`config.mk`:
```
export PLATFORM = sky130hd
export DESIGN_NAME = apb_master
export DESIGN_NICKNAME = d
export VERILOG_FILES = /design/src/rtl/apb_master.sv
export SDC_FILE = /design/constraint.sdc
export NUM_CORES = 1
export LEC_CHECK = 0
export BUFFER_PORTS_ARGS = -buffer_cell sky130_fd_sc_hd__buf_2
export CAP_MARGIN = 40
export CORE_AREA = 2 2 78 80
export DETAILED_ROUTE_END_ITERATION = 16
export DIE_AREA = 0 0 80 82
export GPL_TIMING_DRIVEN = 0
export PLACE_DENSITY = 0.79
export SYNTH_ARGS = -nofsm -noshare
export SYNTH_HDL_FRONTEND = slang
export SYNTH_SLANG_ARGS = --single-unit
export TNS_END_PERCENT = 10
```
`constraint.sdc`:
```
create_clock -name pclk -period 1.65 [get_ports pclk]
set_clock_uncertainty 0.15 [all_clocks]
set_input_delay 0.33 -clock pclk [delete_from_list [all_inputs] [get_ports pclk]]
set_output_delay 0.33 -clock pclk [all_outputs]
set_load 0.005 [all_outputs]
```
`src/rtl/apb_master.sv`:
```
// Single-outstanding APB master: converts a valid/ready command stream into
// APB setup/access transfers with a watchdog, returning one response per command.
module apb_master #(
   parameter int unsigned TIMEOUT_CYCLES = 16
) (
   input  logic        pclk,
   input  logic        prset,
   input  logic        cmd_valid,
   output logic        cmd_ready,
   input  logic        cmd_write,
   input  logic [31:0] cmd_addr,
   input  logic [7:0]  cmd_wdata,
   output logic        rsp_valid,
   input  logic        rsp_ready,
   output logic [7:0]  rsp_rdata,
   output logic        rsp_err,
   output logic        rsp_timeout,
   output logic        psel,
   output logic        penable,
   output logic        pwrite,
   output logic [31:0] paddr,
   output logic [7:0]  pwdata,
   input  logic        pready,
   input  logic [7:0]  pread,
   input  logic        perr
);

   // Counter keeps at least one bit so a disabled watchdog still elaborates.
   localparam int unsigned CW = (TIMEOUT_CYCLES == 0) ? 1 : $clog2(TIMEOUT_CYCLES + 1);
   localparam logic [CW-1:0] CNT_LAST = (TIMEOUT_CYCLES == 0) ? '0 : CW'(TIMEOUT_CYCLES - 1);

   localparam logic [1:0] S_IDLE   = 2'd0;
   localparam logic [1:0] S_SETUP  = 2'd1;
   localparam logic [1:0] S_ACCESS = 2'd2;
   localparam logic [1:0] S_RESP   = 2'd3;

   logic [1:0]    state_q, state_d;
   logic [CW-1:0] cnt_q, cnt_d;
   logic          pwrite_q, pwrite_d;
   logic [31:0]   paddr_q, paddr_d;
   logic [7:0]    pwdata_q, pwdata_d;
   logic [7:0]    rsp_rdata_q, rsp_rdata_d;
   logic          rsp_err_q, rsp_err_d;
   logic          rsp_timeout_q, rsp_timeout_d;

   always_comb begin
      state_d       = state_q;
      cnt_d         = cnt_q;
      pwrite_d      = pwrite_q;
      paddr_d       = paddr_q;
      pwdata_d      = pwdata_q;
      rsp_rdata_d   = rsp_rdata_q;
      rsp_err_d     = rsp_err_q;
      rsp_timeout_d = rsp_timeout_q;
      case (state_q)
         S_IDLE: begin
            if (cmd_valid) begin
               pwrite_d = cmd_write;
               paddr_d  = cmd_addr;
               pwdata_d = cmd_wdata;
               cnt_d    = '0;
               state_d  = S_SETUP;
            end
         end
         S_SETUP: state_d = S_ACCESS;
         S_ACCESS: begin
            if (cnt_q != '1) cnt_d = cnt_q + CW'(1);
            // pready wins over the watchdog when both hit on the same edge.
            if (pready) begin
               rsp_rdata_d   = (pwrite_q || perr) ? '0 : pread;
               rsp_err_d     = perr;
               rsp_timeout_d = 1'b0;
               state_d       = S_RESP;
            end else if (TIMEOUT_CYCLES != 0 && cnt_q == CNT_LAST) begin
               rsp_rdata_d   = '0;
               rsp_err_d     = 1'b1;
               rsp_timeout_d = 1'b1;
               state_d       = S_RESP;
            end
         end
         S_RESP: begin
            if (rsp_ready) state_d = S_IDLE;
         end
         default: state_d = S_IDLE;
      endcase
   end

   always_ff @(posedge pclk) begin
      if (prset) begin
         state_q       <= S_IDLE;
         cnt_q         <= '0;
         pwrite_q      <= 1'b0;
         paddr_q       <= '0;
         pwdata_q      <= '0;
         rsp_rdata_q   <= '0;
         rsp_err_q     <= 1'b0;
         rsp_timeout_q <= 1'b0;
      end else begin
         state_q       <= state_d;
         cnt_q         <= cnt_d;
         pwrite_q      <= pwrite_d;
         paddr_q       <= paddr_d;
         pwdata_q      <= pwdata_d;
         rsp_rdata_q   <= rsp_rdata_d;
         rsp_err_q     <= rsp_err_d;
         rsp_timeout_q <= rsp_timeout_d;
      end
   end

   assign cmd_ready   = (state_q == S_IDLE) && !prset;
   assign psel        = (state_q == S_SETUP) || (state_q == S_ACCESS);
   assign penable     = (state_q == S_ACCESS);
   assign rsp_valid   = (state_q == S_RESP);
   assign pwrite      = pwrite_q;
   assign paddr       = paddr_q;
   assign pwdata      = pwdata_q;
   assign rsp_rdata   = rsp_rdata_q;
   assign rsp_err     = rsp_err_q;
   assign rsp_timeout = rsp_timeout_q;

endmodule

```
==> results_tabular.tex <==
\begin{tabular}{lr}
\hline
Metric & Value \\
\hline
\multicolumn{2}{l}{\textbf{Placement}} \\
Final weighted congestion in routability-driven placement & 0.7415 \\
Number of input and output port buffers inserted & 108 \\
DP HPWL & 3.958 mm \\
Instance area at placement & 0.002933 mm2 \\
\multicolumn{2}{l}{\textbf{Routing}} \\
Overall via count from detail\_route & 2226 \\
Final wirelength & 5.580 mm \\
DR iter-0 viols & 60 \\
Post-detailed-route DRC marker count & 0 \\
Number of detailed-routing iterations run before antenna repair & 4 \\
Post-route antenna net violation count & 0 \\
Avg Vias per Cell & 4.716 \\
Detail-routed net length per standard cell & 11.82 um \\
\multicolumn{2}{l}{\textbf{Power and ir drop}} \\
Worst supply voltage drop on vdd & 0.9220 mV \\
Leak Pwr & 1.478 nW \\
Power per Cell Area & 1375 mW/mm2 \\
\multicolumn{2}{l}{\textbf{Finish}} \\
Utilization after layout & 56.25\% \\
Layout overhead on the synthesized area & 43.18\% \\
Layout Cell Area excl Fill & 0.003232 mm2 \\
Filler cell count & 530 \\
Post-layout nets & 454 \\
Fraction of layout instances using a drive strength above 1 & 40.05\% \\
Count of inserted antenna diode cells & 0 \\
\multicolumn{2}{l}{\textbf{Synth}} \\
Cell accounting for the most synthesized area & sky130\_fd\_sc\_hd\_\_dfxtp\_1 \\
Proportion of synthesized chip area in sequential cells & 51.44\% \\
Mean cell area of the mapped netlist & 8.391 um2 \\
Post-synthesis instance area & 0.002257 mm2 \\
Number of enable flip-flop cells after synthesis & 0 \\
Fraction of post-synthesis cell area in the top cell type by area & 51.44\% \\
Most frequently used cell type in the post-synthesis netlist & sky130\_fd\_sc\_hd\_\_nand2\_1 \\
Post-Syn Nets & 331 \\
Number of warnings issued by yosys & 0 \\
Ys async rst share & 0\% \\
Library cells used by synthesis & 33 \\
Syn Inst Count & 269 \\
Most common flop cell mapped by yosys & sky130\_fd\_sc\_hd\_\_dfxtp\_1 \\
Flip-flop and latch count after synthesis & 58 \\
Most numerous cell types in the synthesized netlist & sky130\_fd\_sc\_hd\_\_nand2\_1 (84), sky130\_fd\_sc\_hd\_\_dfxtp\_1 (58), sky130\_fd\_sc\_hd\_\_a21oi\_1 (46) \\
Biggest area contributors in the synthesized netlist & sky130\_fd\_sc\_hd\_\_dfxtp\_1 (51\%), sky130\_fd\_sc\_hd\_\_nand2\_1 (14\%), sky130\_fd\_sc\_hd\_\_a21oi\_1 (10\%) \\
\multicolumn{2}{l}{\textbf{Worst setup path}} \\
R2R setup slack & -120 ps \\
CP max stage cell & sky130\_fd\_sc\_hd\_\_or3b\_4 \\
Endpoint arrival time on the critical path & 1870 ps \\
Worst path max stage delay & 380 ps \\
Crit-path most repeated cell & sky130\_fd\_sc\_hd\_\_ha\_4 \\
Sequence of cells on the critical path & ha\_4 -> and3\_4 -> ha\_4 -> or3b\_4 -> a31o\_1 -> a21oi\_2 \\
Peak fanout along the critical path & 3 \\
Required time at the worst-slack endpoint & 1750 ps \\
Setup Crit Path Kind & reg -> reg \\
CP bufs+invs & 0 \\
Critical Path Source Type & register \\
Kind of cell adding the most delay to the critical path & simple AND/OR/NAND/NOR gates \\
Endpoint class of the critical path & register \\
\multicolumn{2}{l}{\textbf{CTS}} \\
Number of clock sinks seen by CTS & 58 \\
H-tree depth & 3 \\
Buffer depth of the longest clock path & 2 \\
Clock slew seen by the registers of the worst setup and hold paths & 60 ps \\
Number of CTS-inserted buffers & 9 \\
Worst-skew pair later-pin latency & 320 ps \\
TritonCTS clock tree & yes \\
Root buf cell & sky130\_fd\_sc\_hd\_\_clkbuf\_8 \\
\multicolumn{2}{l}{\textbf{Global routing}} \\
Antenna violations before repair & 0 \\
Remaining global-route overflow & 0 \\
Pin count of the biggest net entering global routing & 11 \\
Met1 usage in global routing & 21.50\% \\
Wire length of the first global-routing pass & 9.149 mm \\
Vias in the first global route & 2112 \\
Routing usage on met2 & 29.67\% \\
Routing layer with the top usage in global route & met2 \\
Met3 routing resource usage after global routing & 4.725\% \\
Total track usage & 17.86\% \\
\multicolumn{2}{l}{\textbf{Die}} \\
Initial Utilization & 39.29\% \\
CORE AREA & 0.005746 mm2 \\
Chip height & 82 um \\
Area enclosed by the die boundary & 0.006560 mm2 \\
IO Count & 110 \\
Chip width & 80 um \\
Floorplan row count & 28 \\
\multicolumn{2}{l}{\textbf{Run status}} \\
Violated checks & setup timing \\
Status & finished, violations left \\
\multicolumn{2}{l}{\textbf{STA}} \\
Measured slew at the worst slew-check pin & 476.1 ps \\
Achievable clock frequency & 564.2 MHz \\
Worst slew slack as a fraction of its limit & 68.26\% \\
Hold Violations, Final & 0 \\
Number of setup violations in the final report & 7 \\
Crit share post-route & 107.4\% \\
Setup repair after global routing missed its margin & yes \\
Post-route worst hold slack & 88.30 ps \\
Post-layout min period & 1772 ps \\
Final slew viol count & 0 \\
Worst-case setup margin in the final layout & -122.4 ps \\
\multicolumn{2}{l}{\textbf{Run}} \\
Number of maximum-capacitance violations & 0 \\
\multicolumn{2}{l}{\textbf{Hold path}} \\
Worst min-delay path class & in -> reg \\
\hline
\end{tabular}
-- sequential cells by signal, summed over array words and instances, names as in the netlist --
register	count
paddr	32
pwrite	1
rsp_timeout	1
state_q	2
cnt_q	5
pwdata	8
rsp_rdata	8
rsp_err	1
-- worst paths after layout --
path | startpoint | to | cells past startpoint
setup / recovery | cnt_q[1] | state_q[1] | 6
hold / removal | cmd_addr[5] | paddr[5] | 3
setup reg to reg | cnt_q[1] | state_q[1] | 6
hold reg to reg | paddr[5] | paddr[5] | 2
-- cell usage in the layout, fill, tap and decap left out, types with 2 or more instances in the layout --
master and n:
sky130_fd_sc_hd__dfxtp_2 2, sky130_fd_sc_hd__clkbuf_1 10, sky130_fd_sc_hd__or3b_1 2, sky130_fd_sc_hd__nor2_1 9
sky130_fd_sc_hd__o31ai_1 2, sky130_fd_sc_hd__dfxtp_1 54, sky130_fd_sc_hd__buf_4 6, sky130_fd_sc_hd__mux2i_1 2
sky130_fd_sc_hd__nor2b_1 2, sky130_fd_sc_hd__ha_4 4, sky130_fd_sc_hd__dfxtp_4 2, sky130_fd_sc_hd__or4b_1 2
sky130_fd_sc_hd__clkbuf_8 12, sky130_fd_sc_hd__a21oi_1 45, sky130_fd_sc_hd__nand3b_1 3, sky130_fd_sc_hd__nand2_1 84
sky130_fd_sc_hd__ha_1 2, sky130_fd_sc_hd__clkbuf_2 3, sky130_fd_sc_hd__a22oi_1 8, sky130_fd_sc_hd__nor3_1 2
sky130_fd_sc_hd__clkinv_2 2, sky130_fd_sc_hd__buf_2 112
-- layer usage --
metal	wire length, um	up-vias
li1	-	1154
met1	2538	990
met2	2591	73
met3	366	9
met4	84	0
met5	0	-
-- cell families after synthesis --
family	synth area share, %
mux	0.8870
buf+inv	4.324
simple gates	24.39
compound gates	15.08
fa+ha+maj	3.880
flops	51.44
-- worst reg2reg max path: cells and delay by family (launching register included) --
| family | cells | cell delay [ps] |
|---|---|---|
| AO/OA/AOI/OAI | 2 | 300 |
| adder cells (fa/ha/maj) | 2 | 320 |
| flip-flops | 1 | 350 |
| AND/OR/NAND/NOR | 2 | 570 |
-- cell type report --
cell class	count	area (um2)	share of cell area (%)
inverter	3	13.76	0.4259
clock buffer	14	172.7	5.343
multi-input combinational	189	1101	34.07
sequential	58	1171	36.24
timing repair buffer	113	578.1	17.89
buffer	18	91.34	2.826
tap	75	93.84	2.904
clock inverter	2	10.01	0.3097
-- through the flow --
stage               setup TNS [ps]  instances  worst slack (ps)  power (mW)
floorplan                   -304.9        269            -71.36       2.624
global placement             -6750        452            -205.7       3.082
detailed placement           -7274        452            -212.0       3.116
CTS                         -449.8        472            -118.2       4.468
global route                 -3394        472            -170.8       4.787
finish                      -530.6        472            -122.4       4.443
-- report_power, final --
part           total (mW)  leakage (nW)  switching [mW]  internal (mW)
clock                1.18        0.0965           0.516          0.664
combinational        1.52         0.906           0.843          0.676
sequential           1.74         0.476           0.116           1.63
-- repair_timing --
| item | in CTS | in global routing |
|---|---|---|
| hold buffers | 0 | 0 |
| endpoints found under the setup margin | 59 | 57 |
| buffers inserted | 4 | 1 |
| gates resized for setup | 16 | 11 |
| pin swaps | 6 | 4 |
| hold endpoints to repair | 0 | 0 |
Power figures use the tool's default switching activity.
